File: src/rtl/writeback_queue_if.sv
// Writeback queue bus: upstream push handshake, result sources, register
// file drain side, forwarding lookup and retire counter.
// master = producer/consumer environment, slave = the queue itself.
interface writeback_queue_if #(
   parameter int WIDTH  = 16,
   parameter int ADDR_W = 3
);
   logic              in_valid;
   logic              in_ready;
   logic              RegWrite;
   logic [1:0]        resSel;
   logic [WIDTH-1:0]  ALUResult;
   logic [WIDTH-1:0]  StoreMem;
   logic [WIDTH-1:0]  linkPC;
   logic [WIDTH-1:0]  immVal;
   logic [ADDR_W-1:0] rdWB;
   logic              flush;
   logic              rf_ready;
   logic [WIDTH-1:0]  loadData;
   logic [ADDR_W-1:0] loadAddr;
   logic              regWriteOut;
   logic [ADDR_W-1:0] fwd_rs;
   logic              fwd_hit;
   logic [WIDTH-1:0]  fwd_data;
   logic [15:0]       retire_count;

   modport master (
      output in_valid, RegWrite, resSel, ALUResult, StoreMem, linkPC, immVal,
             rdWB, flush, rf_ready, fwd_rs,
      input  in_ready, loadData, loadAddr, regWriteOut, fwd_hit, fwd_data,
             retire_count
   );

   modport slave (
      input  in_valid, RegWrite, resSel, ALUResult, StoreMem, linkPC, immVal,
             rdWB, flush, rf_ready, fwd_rs,
      output in_ready, loadData, loadAddr, regWriteOut, fwd_hit, fwd_data,
             retire_count
   );
endinterface

File: src/rtl/writeback_queue.sv
// Writeback queue: small FIFO of {RegWrite, rd, data} entries between the
// result mux and the register file write port. Entries that do not write a
// real register drain without waiting for the register file.
// Optional macro WB_FORWARD_EN adds a combinational lookup of buffered
// entries (youngest match wins); without it fwd_hit/fwd_data are tied to 0.
module writeback_queue #(
   parameter int WIDTH  = 16,
   parameter int ADDR_W = 3,
   parameter int DEPTH  = 2
) (
   input logic             clk,
   input logic             reset,
   writeback_queue_if.slave bus
);

   // DEPTH is a power of two, so pointers wrap by plain overflow.
   localparam int PTR_W = (DEPTH > 1) ? $clog2(DEPTH) : 1;
   localparam int CNT_W = PTR_W + 1;

   logic [WIDTH-1:0]  data_q [DEPTH];
   logic [WIDTH-1:0]  data_d [DEPTH];
   logic [ADDR_W-1:0] addr_q [DEPTH];
   logic [ADDR_W-1:0] addr_d [DEPTH];
   logic              we_q   [DEPTH];
   logic              we_d   [DEPTH];

   logic [PTR_W-1:0]  head_q, head_d;
   logic [PTR_W-1:0]  tail_q, tail_d;
   logic [CNT_W-1:0]  count_q, count_d;
   logic [15:0]       retire_q, retire_d;

   logic              non_empty;
   logic              ready;
   logic              wr_present;
   logic              push;
   logic              pop;
   logic [WIDTH-1:0]  sel_data;
   logic              fwd_hit_c;
   logic [WIDTH-1:0]  fwd_data_c;

   // Result source mux, evaluated at push time.
   always_comb begin
      case (bus.resSel)
         2'd0:    sel_data = bus.ALUResult;
         2'd1:    sel_data = bus.StoreMem;
         2'd2:    sel_data = bus.linkPC;
         default: sel_data = bus.immVal;
      endcase
   end

   // Handshake decode: ready depends on occupancy only; x0 writes never present.
   always_comb begin
      non_empty  = (count_q != '0);
      ready      = (count_q < CNT_W'(DEPTH));
      wr_present = non_empty & we_q[head_q] & (addr_q[head_q] != '0);
      push       = bus.in_valid & ready & ~bus.flush;
      pop        = non_empty & ~bus.flush & (bus.rf_ready | ~wr_present);
   end

   // Next-state for pointers, occupancy, retire counter and entry storage.
   always_comb begin
      head_d   = head_q;
      tail_d   = tail_q;
      count_d  = count_q;
      retire_d = retire_q;
      data_d   = data_q;
      addr_d   = addr_q;
      we_d     = we_q;
      if (bus.flush) begin
         head_d  = '0;
         tail_d  = '0;
         count_d = '0;
      end else begin
         if (push) begin
            data_d[tail_q] = sel_data;
            addr_d[tail_q] = bus.rdWB;
            we_d[tail_q]   = bus.RegWrite;
            tail_d         = tail_q + 1'b1;
         end
         if (pop) begin
            head_d = head_q + 1'b1;
         end
         case ({push, pop})
            2'b10:   count_d = count_q + 1'b1;
            2'b01:   count_d = count_q - 1'b1;
            default: count_d = count_q;
         endcase
         if (pop && wr_present && bus.rf_ready) begin
            retire_d = retire_q + 16'd1;
         end
      end
   end

   // Control state; reset wins over flush, push and pop.
   always_ff @(posedge clk) begin
      if (reset) begin
         head_q   <= '0;
         tail_q   <= '0;
         count_q  <= '0;
         retire_q <= '0;
      end else begin
         head_q   <= head_d;
         tail_q   <= tail_d;
         count_q  <= count_d;
         retire_q <= retire_d;
      end
   end

   // Entry storage; contents are qualified by count, so no reset is needed.
   always_ff @(posedge clk) begin
      data_q <= data_d;
      addr_q <= addr_d;
      we_q   <= we_d;
   end

`ifdef WB_FORWARD_EN
   logic [PTR_W-1:0] idx;

   // Scan oldest to youngest so the youngest matching entry wins.
   always_comb begin
      fwd_hit_c  = 1'b0;
      fwd_data_c = '0;
      idx        = '0;
      for (int i = 0; i < DEPTH; i++) begin
         idx = head_q + PTR_W'(i);
         if ((CNT_W'(i) < count_q) && we_q[idx] &&
             (addr_q[idx] == bus.fwd_rs) && (bus.fwd_rs != '0)) begin
            fwd_hit_c  = 1'b1;
            fwd_data_c = data_q[idx];
         end
      end
   end
`else
   // Forwarding disabled: no lookup, outputs held at zero.
   always_comb begin
      fwd_hit_c  = 1'b0;
      fwd_data_c = '0;
   end
`endif

   // Head presentation; fields read as zero while the queue is empty.
   always_comb begin
      bus.in_ready     = ready;
      bus.loadData     = non_empty ? data_q[head_q] : '0;
      bus.loadAddr     = non_empty ? addr_q[head_q] : '0;
      bus.regWriteOut  = wr_present;
      bus.retire_count = retire_q;
      bus.fwd_hit      = fwd_hit_c;
      bus.fwd_data     = fwd_data_c;
   end

endmodule

File: src/flat_wrapper.sv
// flat-port wrapper written by rule: the top's interface ports become plain ports
module writeback_queue_flat 
#(
   parameter int WIDTH  = 16,
   parameter int ADDR_W = 3,
   parameter int DEPTH  = 2
)
  (clk, reset, bus_in_valid, bus_RegWrite, bus_resSel, bus_ALUResult, bus_StoreMem, bus_linkPC, bus_immVal, bus_rdWB, bus_flush, bus_rf_ready, bus_fwd_rs, bus_in_ready, bus_loadData, bus_loadAddr, bus_regWriteOut, bus_fwd_hit, bus_fwd_data, bus_retire_count);
  writeback_queue_if #(.WIDTH(WIDTH), .ADDR_W(ADDR_W)) bus_i ();
  input logic clk;
  input logic reset;
  input wire logic [$bits(bus_i.in_valid)-1:0] bus_in_valid;
  input wire logic [$bits(bus_i.RegWrite)-1:0] bus_RegWrite;
  input wire logic [$bits(bus_i.resSel)-1:0] bus_resSel;
  input wire logic [$bits(bus_i.ALUResult)-1:0] bus_ALUResult;
  input wire logic [$bits(bus_i.StoreMem)-1:0] bus_StoreMem;
  input wire logic [$bits(bus_i.linkPC)-1:0] bus_linkPC;
  input wire logic [$bits(bus_i.immVal)-1:0] bus_immVal;
  input wire logic [$bits(bus_i.rdWB)-1:0] bus_rdWB;
  input wire logic [$bits(bus_i.flush)-1:0] bus_flush;
  input wire logic [$bits(bus_i.rf_ready)-1:0] bus_rf_ready;
  input wire logic [$bits(bus_i.fwd_rs)-1:0] bus_fwd_rs;
  output wire logic [$bits(bus_i.in_ready)-1:0] bus_in_ready;
  output wire logic [$bits(bus_i.loadData)-1:0] bus_loadData;
  output wire logic [$bits(bus_i.loadAddr)-1:0] bus_loadAddr;
  output wire logic [$bits(bus_i.regWriteOut)-1:0] bus_regWriteOut;
  output wire logic [$bits(bus_i.fwd_hit)-1:0] bus_fwd_hit;
  output wire logic [$bits(bus_i.fwd_data)-1:0] bus_fwd_data;
  output wire logic [$bits(bus_i.retire_count)-1:0] bus_retire_count;
  assign bus_i.in_valid = bus_in_valid;
  assign bus_i.RegWrite = bus_RegWrite;
  assign bus_i.resSel = bus_resSel;
  assign bus_i.ALUResult = bus_ALUResult;
  assign bus_i.StoreMem = bus_StoreMem;
  assign bus_i.linkPC = bus_linkPC;
  assign bus_i.immVal = bus_immVal;
  assign bus_i.rdWB = bus_rdWB;
  assign bus_i.flush = bus_flush;
  assign bus_i.rf_ready = bus_rf_ready;
  assign bus_i.fwd_rs = bus_fwd_rs;
  assign bus_in_ready = bus_i.in_ready;
  assign bus_loadData = bus_i.loadData;
  assign bus_loadAddr = bus_i.loadAddr;
  assign bus_regWriteOut = bus_i.regWriteOut;
  assign bus_fwd_hit = bus_i.fwd_hit;
  assign bus_fwd_data = bus_i.fwd_data;
  assign bus_retire_count = bus_i.retire_count;
  writeback_queue #(.WIDTH(WIDTH), .ADDR_W(ADDR_W), .DEPTH(DEPTH)) u_core (.clk(clk), .reset(reset), .bus(bus_i));
endmodule
File: config.mk
export PLATFORM = sky130hd
export DESIGN_NAME = writeback_queue_flat
export DESIGN_NICKNAME = d
export VERILOG_FILES = /design/src/rtl/writeback_queue_if.sv /design/src/rtl/writeback_queue.sv /design/src/flat_wrapper.sv
export SDC_FILE = /design/constraint.sdc
export NUM_CORES = 1
export LEC_CHECK = 0
export BUFFER_PORTS_ARGS = -buffer_cell sky130_fd_sc_hd__buf_2
export CAP_MARGIN = 20
export CORE_UTILIZATION = 41
export DETAILED_ROUTE_END_ITERATION = 10
export HOLD_SLACK_MARGIN = 0.05
export PLACE_DENSITY = 0.73
export SYNTH_ARGS = -nofsm -noshare
export SYNTH_HDL_FRONTEND = slang
export SYNTH_SLANG_ARGS = --single-unit
File: constraint.sdc
create_clock -name clk -period 2.1 [get_ports clk]
set_clock_uncertainty 0.15 [all_clocks]
set_input_delay 0.42 -clock clk [delete_from_list [all_inputs] [get_ports clk]]
set_output_delay 0.42 -clock clk [all_outputs]
set_load 0.02 [all_outputs]
==> results of run 1 <==
[worst paths after layout]
kind                            slack, ns                         from                          end  depth (start not counted)
worst max-delay path                -0.06             u_core.addr_q[0]              bus_regWriteOut                          5
worst min-delay path                 0.12                 bus_RegWrite               u_core.we_q[0]                          1
worst min register to register       0.33  u_core.bus.retire_count[15]  u_core.bus.retire_count[15]                          2
worst max register to register      -0.01             u_core.addr_q[0]            u_core.count_q[1]                         10
[layout by cell type, fill, tap and decap left out, drive strengths merged, types with 2 or more instances in the layout]
cell      count
nor3          4
nor2b         2
xnor2         3
clkbuf       10
inv           5
ha            2
and2          2
mux4         16
o41ai         2
nand3         5
or4b          2
o31ai         9
mux2          2
nand4         5
dfxtp        20
nor2         27
edfxtp       40
o21ai         4
clkinvlp      3
a21oi        15
buf         128
conb         17
and3          5
or4           9
mux2i        19
nand2         4
clkinv        3
[routing by layer]
metal	vias up	global-route usage	routed length, um
met5	-	0	0
met4	0	0.04399	40
met3	6	0.05410	432
met2	102	0.3126	3523
met1	1135	0.1955	2429
li1	1168	-	-
[registers in the layout, summed over array words and instances (netlist names)]
register / cells
u_core.addr_q: 6
u_core.we_q: 2
u_core.bus.retire_count: 16
u_core.head_q: 1
u_core.tail_q: 1
u_core.count_q: 2
u_core.data_q: 32
[power by group]
group	switching, mW	total (mW)	internal, mW
Sequential	0.0109	1.31	1.30
Combinational	0.166	0.320	0.154
Clock	0.455	0.879	0.425
[area by class of cell]
class / count / area, um^2 / share of cell area
clock buffers: 10 / 127.6 / 0.03184
clock inverters: 6 / 41.29 / 0.01030
inverters: 5 / 18.77 / 0.004682
multi-input cells: 166 / 1364 / 0.3402
flip-flops and latches: 60 / 1604 / 0.4001
well taps: 99 / 123.9 / 0.03090
repair buffers: 128 / 729.5 / 0.1820
[timing repair]
action,in CTS,in global routing
endpoints found under the setup margin,12,14
setup buffers,2,2
gates resized for setup,5,11
pin swaps,1,3
cloned,0,0
[kinds of logic after synthesis]
| group | share of synthesized area |
|---|---|
| buf+inv | 0.07291 |
| xor+xnor | 0.01141 |
| other cells | 0.001221 |
| fa+ha+maj | 0.008145 |
| mux | 0.1866 |
| simple gates | 0.1259 |
| flops | 0.5214 |
| compound gates | 0.07251 |
[worst max-delay path, delay by kind of cell (launching register included)]
| family | cells | cell delay [ns] |
|---|---|---|
| AO/OA/AOI/OAI | 2 | 0.55 |
| buffers and inverters | 2 | 0.25 |
| flip-flops | 1 | 0.43 |
| AND/OR/NAND/NOR | 1 | 0.04 |
[metrics by stage]
stage | setup slack (ns) | cells
finish | -0.06321 | 474
global route | -0.1171 | 474
CTS | -0.07633 | 472
detailed placement | 0.1080 | 454
global placement | 0.1109 | 454
floorplan | -0.06033 | 265
==> flow_summary_export.csv, run 1 <==
group,metric,value,unit
place,dp_hpwl,4.736,mm
yosys,synthTopCellsByArea,"edfxtp_1 (39%), dfxtp_1 (13%), mux4_2 (12%), mux2i_1 (6.2%), buf_4 (4.2%)",
timing,rsz0062_at_grt,"true",
timing,finalHoldViolCount,0,
grt,grt-ovfl-total,0,
pwr,p_total,2.510,mW
worst_setup_path,cp_cell_sequence,"o311ai_4 > o31a_1 > buf_6 > nor2_2 > buf_6",
yosys,synth_area,3072,um^2
yosys,syn_inst,249,
yosys,synthTopCellsByCount,"edfxtp_1 (40), nor2_1 (27), dfxtp_1 (20)",
cells_and_area,n_antenna_cell,0,
worst_setup_path,cp-start-kind,"register",
route,vias,2411,
worst_setup_path,crit_fanout,2,
place,port_buffers,111,
clock_tree,cts_tree,"built",
route,viasPerCell,5.086,
yosys,synth_seq_cells,60,
floorplanning,pin_count,132,
yosys,avgSynthCellArea,12.34,um^2
clock_tree,clk_path_buf_depth,2,
floorplanning,dieWidth,88.56,um
route,drt-total-wl,6.425,mm
timing,setup_violations,2,
yosys,ys.flop_type,"edfxtp_1",
cells_and_area,drive_gt1_frac,0.4613,
cells_and_area,final.fill_count,641,
route,drc,0,
timing,tns,-0.07193,ns
run_status,status,"finished with violations",
worst_setup_path,required,1.53,ns
floorplanning,die-area,7842,um^2
timing,period_minus_slack,2.163,ns
yosys,synthArstFlopShare,0,
timing,timing.hold.ws,0.1228,ns
yosys,yosysUniqueCellTypes,40,
cells_and_area,final_util,0.5527,
floorplanning,rows,31,
clock_tree,cts_hold_buffers,0,
timing,fmax,462.3,MHz
clock_tree,clkTransAtPathRegs,0.07,ns
floorplanning,initial_core_util,0.4235,
yosys,yosys.area.top_type,"edfxtp_1",
job,drv_cap,0,
route,wire_per_inst,13.55,um
clock_tree,root_buffer,"clkbuf_8",
floorplanning,core-area,7253,um^2
floorplanning,die_y,88.56,um
worst_setup_path,end_kind,"output port",
place,place.gp.congestion,0.7629,
place,place_area,3739,um^2
cells_and_area,syn2layout_area_growth,30.51,%
worst_hold_path,holdCritPathClass,"in2reg",
clock_tree,clock_latency,0.33,ns
grt,grt_max_degree,24,
yosys,synth_edf_count,40,
yosys,yosysTopAreaCellShare,0.3910,
worst_setup_path,cp_slowest_cell,"edfxtp_1",
grt,grt_usage,0.1720,
pwr,ir_drop,0.0003476,V
yosys,synth-seq-area-share,0.5214,
route,dr.first_iter.drc_count,71,
timing,period_share,1.030,
run_status,violations,"setup timing",
timing,fin_ws,-0.06321,ns
pwr,power_density,626.2,nW/um^2
clock_tree,cts_max_level,3,
clock_tree,cts.sinks,60,
worst_setup_path,cp_data_arrival_time,1.59,ns
route,dr.pass1.iters,4,
clock_tree,numCtsBuffers,9,
cells_and_area,fin_area,4009,um^2
worst_setup_path,worstSetupPathType,"reg2out",
grt,first_global_vias,2257,
timing,slew_viol_final,0,
pwr,p_leak,1.577,nW
worst_setup_path,critPathMaxStageDelay,0.43,ns
grt,grt_pass1_wl,10.25,mm
grt,antenna_found_initial,0,
yosys,yosysWarnings,0,
cells_and_area,fin_nets,450,
route,ant_nets,0,
worst_setup_path,cpMostUsedCell,"buf_6",
yosys,synth.most_common_cell,"edfxtp_1",
(Power assumes the default switching activity.)
==> run 2: changes to the inputs <==
--- a/config.mk
+++ b/config.mk
@@ -11,6 +11,7 @@
 export DETAILED_ROUTE_END_ITERATION = 10
 export HOLD_SLACK_MARGIN = 0.05
 export PLACE_DENSITY = 0.73
+export REMOVE_ABC_BUFFERS = 1
 export SYNTH_ARGS = -nofsm -noshare
 export SYNTH_HDL_FRONTEND = slang
 export SYNTH_SLANG_ARGS = --single-unit
==> flow_summary_export.csv, run 2 (synthesis gave the netlist of run 1 again) <==
group,metric,value,unit
run_status,status,"finished with violations",
run_status,violations,"setup timing",
clock_tree,clk_path_buf_depth,2,
floorplanning,core-area,7253,um^2
job,drv_cap,0,
place,dp_hpwl,4.600,mm
route,wire_per_inst,13.85,um
clock_tree,numCtsBuffers,9,
floorplanning,die-area,7842,um^2
cells_and_area,layout_commonest_cell,"buf_2",
worst_setup_path,path_buf_inv,2,
route,viasPerCell,5.148,
route,drc,0,
cells_and_area,final_util,0.5632,
pwr,p_leak,1.624,nW
timing,period_minus_slack,2.239,ns
route,ant_nets,0,
worst_setup_path,cp_data_arrival_time,2.33,ns
worst_setup_path,r2r_cells,10,
route,dr.pass1.iters,4,
cells_and_area,layout_common_cells,"buf_2 (110), edfxtp_1 (40), nor2_1 (23)",
worst_setup_path,cp_cell_sequence,"o311ai_2 > o31a_1 > buf_6 > buf_6 > o21a_1 > ha_4 > xnor2_2 > nor2_2 > xnor2_1 > nor3_1",
clock_tree,clock_latency,0.33,ns
route,vias,2440,
clock_tree,cts.sinks,60,
timing,timing.hold.ws,0.1368,ns
worst_setup_path,end_kind,"register",
cells_and_area,fin_nets,450,
clock_tree,cts_max_level,3,
floorplanning,pin_count,132,
cells_and_area,stdcell_count,474,
cells_and_area,final.fill_count,640,
grt,antenna_found_initial,0,
timing,fin_ws,-0.1393,ns
worst_setup_path,cp-start-kind,"register",
place,port_buffers,111,
worst_setup_path,required,2.19,ns
worst_setup_path,cp.depth,10,
clock_tree,cts_tree,"built",
timing,period_share,1.066,
route,dr.first_iter.drc_count,90,
cells_and_area,syn2layout_area_growth,32.99,%
pwr,ir_drop,0.0003406,V
cells_and_area,largest_register_ff_count,32,
worst_setup_path,cpMostUsedCell,"buf_6",
grt,first_global_vias,2310,
clock_tree,cts_hold_buffers,0,
grt,grt-ovfl-total,0,
cells_and_area,drive_gt1_frac,0.4480,
grt,grt_max_degree,23,
clock_tree,clkTransAtPathRegs,0.07,ns
grt,grt_usage,0.1774,
route,drt-total-wl,6.564,mm
worst_setup_path,crit_fanout,2,
clock_tree,root_buffer,"clkbuf_8",
floorplanning,rows,31,
worst_setup_path,cp_top_family,"compound AO/OA/AOI/OAI gates",
worst_hold_path,holdCritPathClass,"in2reg",
cells_and_area,n_antenna_cell,0,
timing,rsz0062_at_grt,"true",
timing,fmax,446.6,MHz
floorplanning,dieWidth,88.56,um
worst_setup_path,worstSetupPathType,"reg2reg",
timing,tns,-0.2875,ns
place,place.gp.congestion,0.7703,
timing,finalHoldViolCount,0,
place,placedCellCount,453,
timing,setup_violations,3,
place,post-place-ws,0.08688,ns
grt,grt_pass1_wl,10.37,mm
cells_and_area,regMostFlops,"u_core.data_q",
worst_setup_path,cp_slowest_cell,"edfxtp_1",
floorplanning,initial_core_util,0.4235,
timing,slew_viol_final,0,
floorplanning,die_y,88.56,um
worst_hold_path,whs_path_depth,1,
worst_setup_path,critPathMaxStageDelay,0.42,ns
pwr,power_density,674.1,nW/um^2
## run 2: cell count changes in the layout (fill, tap and decap cells not counted), moves of 2 or more
cell,previous run,this run
buf_4,12,9
dfxtp_1,18,20
dfxtp_2,2,0
clkinvlp_4,3,1
buf_12,2,5
bufinv_16,0,2
## run 2: layout make-up
class	instances	area, um^2	share of cell area
inverters	5	18.77	0.004594
multi-input cells	166	1349	0.3302
clock buffers	11	131.4	0.03216
clock inverters	5	76.32	0.01868
repair buffers	128	784.5	0.1920
well taps	99	123.9	0.03032
flip-flops and latches	60	1602	0.3920
## run 2: per-stage QoR
stage | power, mW | area (um^2)
2_1_floorplan | 1.496 | 2927
3_3_place_gp | 1.639 | 3751
3_5_place_dp | 1.648 | 3751
4_1_cts | 2.771 | 4055
5_1_grt | 2.873 | 4085
6_report | 2.754 | 4085
## run 2: path summary, 6_finish.rpt
check,from,to,slack [ns]
worst max-delay path,u_core.addr_q[0],u_core.count_q[1],-0.14
worst min-delay path,bus_rdWB[1],u_core.addr_q[1],0.14
worst max register to register,u_core.addr_q[0],u_core.count_q[1],-0.14
worst min register to register,u_core.bus.retire_count[15],u_core.bus.retire_count[15],0.34
## run 2: what timing repair did
item,in CTS,in global routing
resized for setup,8,6
buffers inserted,4,0
pin swaps,3,6
gates cloned,1,0
setup endpoints to repair,20,24
## run 2: routing by layer
metal  vias to the layer above  GRT usage  wire (um)
met2                        98     0.3189       3426
met3                         6    0.03172        372
met1                      1171     0.2103       2694
li1                       1165          -          -
met4                         0    0.07038         71
met5                         -          0          0
## run 2: worst register-to-register path, cell delays in order (launching register included)
cell and delay [ns]:
edfxtp_1 0.42, o311ai_2 0.34, o31a_1 0.29, buf_6 0.14, buf_6 0.08, o21a_1 0.13
ha_4 0.15, xnor2_2 0.12, nor2_2 0.05, xnor2_1 0.12, nor3_1 0.18
## run 2: power breakdown
part	total [mW]	switching (mW)	internal [mW]
Combinational	0.337	0.169	0.168
Clock	1.11	0.443	0.663
Sequential	1.31	0.0108	1.30
Total	2.75	0.622	2.13
==> run 3: changes to the inputs <==
--- a/config.mk
+++ b/config.mk
@@ -7,6 +7,7 @@
 export LEC_CHECK = 0
 export BUFFER_PORTS_ARGS = -buffer_cell sky130_fd_sc_hd__buf_2
 export CAP_MARGIN = 20
+export CORE_ASPECT_RATIO = 0.7
 export CORE_UTILIZATION = 41
 export DETAILED_ROUTE_END_ITERATION = 10
 export HOLD_SLACK_MARGIN = 0.05
==> flow_summary_export.csv, run 3 (synthesis gave the netlist of run 1 again) <==
group,metric,value,unit
floorplanning,pin_count,132,
timing,setup_violations,5,
worst_setup_path,worstSetupPathType,"reg2reg",
clock_tree,cts_max_level,3,
cells_and_area,largest_register_ff_count,32,
timing,period_minus_slack,2.189,ns
worst_setup_path,cp_slowest_cell,"edfxtp_1",
job,drv_cap,0,
timing,rsz0062_at_grt,"true",
place,port_buffers,111,
clock_tree,clock_latency,0.33,ns
clock_tree,cts_tree,"built",
cells_and_area,layout_common_cells,"buf_2 (110), edfxtp_1 (40), nor2_1 (23)",
cells_and_area,final.fill_count,582,
grt,grt-ovfl-total,0,
worst_setup_path,critPathMaxStageDelay,0.40,ns
floorplanning,rows,25,
worst_setup_path,startpoint,"u_core.addr_q[2]",
worst_setup_path,cp_top_family,"compound AO/OA/AOI/OAI gates",
cells_and_area,drive_gt1_frac,0.4763,
cells_and_area,layout_commonest_cell,"buf_2",
clock_tree,clk_path_buf_depth,2,
route,dr.pass1.iters,4,
pwr,p_leak,1.653,nW
grt,grt_pass1_wl,11.40,mm
cells_and_area,multiInputGateArea,1396,um^2
clock_tree,root_buffer,"clkbuf_8",
worst_setup_path,required,2.15,ns
grt,grt_max_degree,23,
place,dp_hpwl,5.147,mm
worst_setup_path,reg2reg_from,"u_core.addr_q[2]",
timing,fin_ws,-0.08896,ns
timing,fmax,456.8,MHz
clock_tree,numCtsBuffers,9,
timing,slew_viol_final,0,
cells_and_area,n_antenna_cell,0,
cells_and_area,seqCellArea,1603,um^2
route,dr.first_iter.drc_count,149,
route,wire_per_inst,15.85,um
pwr,ir_drop,0.0003409,V
clock_tree,clkTransAtPathRegs,0.06,ns
clock_tree,cts.sinks,60,
cells_and_area,regMostFlops,"u_core.data_q",
run_status,status,"finished with violations",
grt,antenna_found_initial,0,
floorplanning,core-area,7007,um^2
timing,tns,-0.3081,ns
route,drt-total-wl,7.515,mm
floorplanning,dieWidth,105.5,um
timing,period_share,1.042,
run_status,violations,"setup timing",
worst_hold_path,holdCritPathClass,"in2reg",
floorplanning,initial_core_util,0.4384,
timing,finalHoldViolCount,0,
cells_and_area,fin_area,4126,um^2
route,ant_nets,0,
worst_setup_path,crit_fanout,2,
clock_tree,cts_hold_buffers,0,
worst_setup_path,cp_data_arrival_time,2.24,ns
grt,grt_usage,0.1940,
floorplanning,die-area,7848,um^2
route,vias,2494,
route,drc,0,
place,place_area,3755,um^2
worst_setup_path,cp_cell_sequence,"o311ai_2 > o31a_1 > buf_4 > buf_6 > o21a_1 > ha_2 > nor2_2 > xnor2_1 > nor3_1",
floorplanning,die_y,74.42,um
cells_and_area,syn2layout_area_growth,34.34,%
pwr,power_density,652.9,nW/um^2
worst_setup_path,cp-start-kind,"register",
worst_setup_path,path_buf_inv,2,
cells_and_area,fin_nets,455,
worst_hold_path,hold_start,"bus_rdWB[2]",
worst_setup_path,end_kind,"register",
grt,first_global_vias,2382,
route,viasPerCell,5.262,
place,place.gp.congestion,0.7795,
-- run 3: changes by cell type in the layout (fill, tap and decap cells not counted), sizes merged --
cell	before	now
clkinv	2	1
clkbuf	11	14
buf	127	132
bufinv	2	1
clkinvlp	1	0
-- run 3: path summary, 6_finish.rpt --
kind / endpoint / slack [ns] / cells past startpoint
worst min-delay path: u_core.addr_q[5] / 0.13 / 1
worst max register to register: u_core.count_q[1] / -0.09 / 9
worst min register to register: u_core.bus.retire_count[15] / 0.34 / 2
worst max-delay path: u_core.count_q[1] / -0.09 / 9
-- run 3: cell type report --
cell class | count | share of cell area
well taps | 94 | 0.02850
flip-flops and latches | 60 | 0.3884
repair buffers | 133 | 0.1922
clock buffers | 14 | 0.03942
clock inverters | 2 | 0.008490
inverters | 5 | 0.004548
multi-input cells | 166 | 0.3384
-- run 3: stage by stage --
stage / instances / worst slack, ns / hold slack, ns / power (mW) / util
finish: 474 / -0.08896 / 0.1308 / 2.694 / 0.5889
global route: 474 / -0.2090 / 0.1011 / 2.806 / 0.5889
CTS: 473 / -0.08716 / 0.1126 / 2.711 / 0.5775
detailed placement: 451 / 0.02652 / 0.3244 / 1.653 / 0.5359
global placement: 451 / 0.05225 / 0.3169 / 1.638 / 0.5359
floorplan: 231 / -0.5748 / 0.3391 / 1.496 / -
-- run 3: repair_timing --
item                                    in CTS  in global routing
cloned                                       1                  0
endpoints found under the setup margin       2                 19
buffers inserted                             5                  1
resized for setup                            6                 13
pin swaps                                    5                  4
-- run 3: per-layer routing --
| layer | part of all wire | vias to the layer above | GRT usage |
|---|---|---|---|
| met5 | 0 | - | 0 |
| met4 | 0.011 | 0 | 0.07199 |
| met3 | 0.067 | 9 | 0.06924 |
| met2 | 0.52 | 117 | 0.3202 |
| met1 | 0.40 | 1178 | 0.2389 |
| li1 | - | 1190 | - |
-- run 3: report_power, final --
group	total, mW	leakage, nW	internal [mW]	switching, mW
Sequential	1.31	0.529	1.30	0.0106
Combinational	0.344	1.02	0.168	0.176
Clock	1.04	0.101	0.613	0.426
Total	2.69	1.65	2.08	0.613
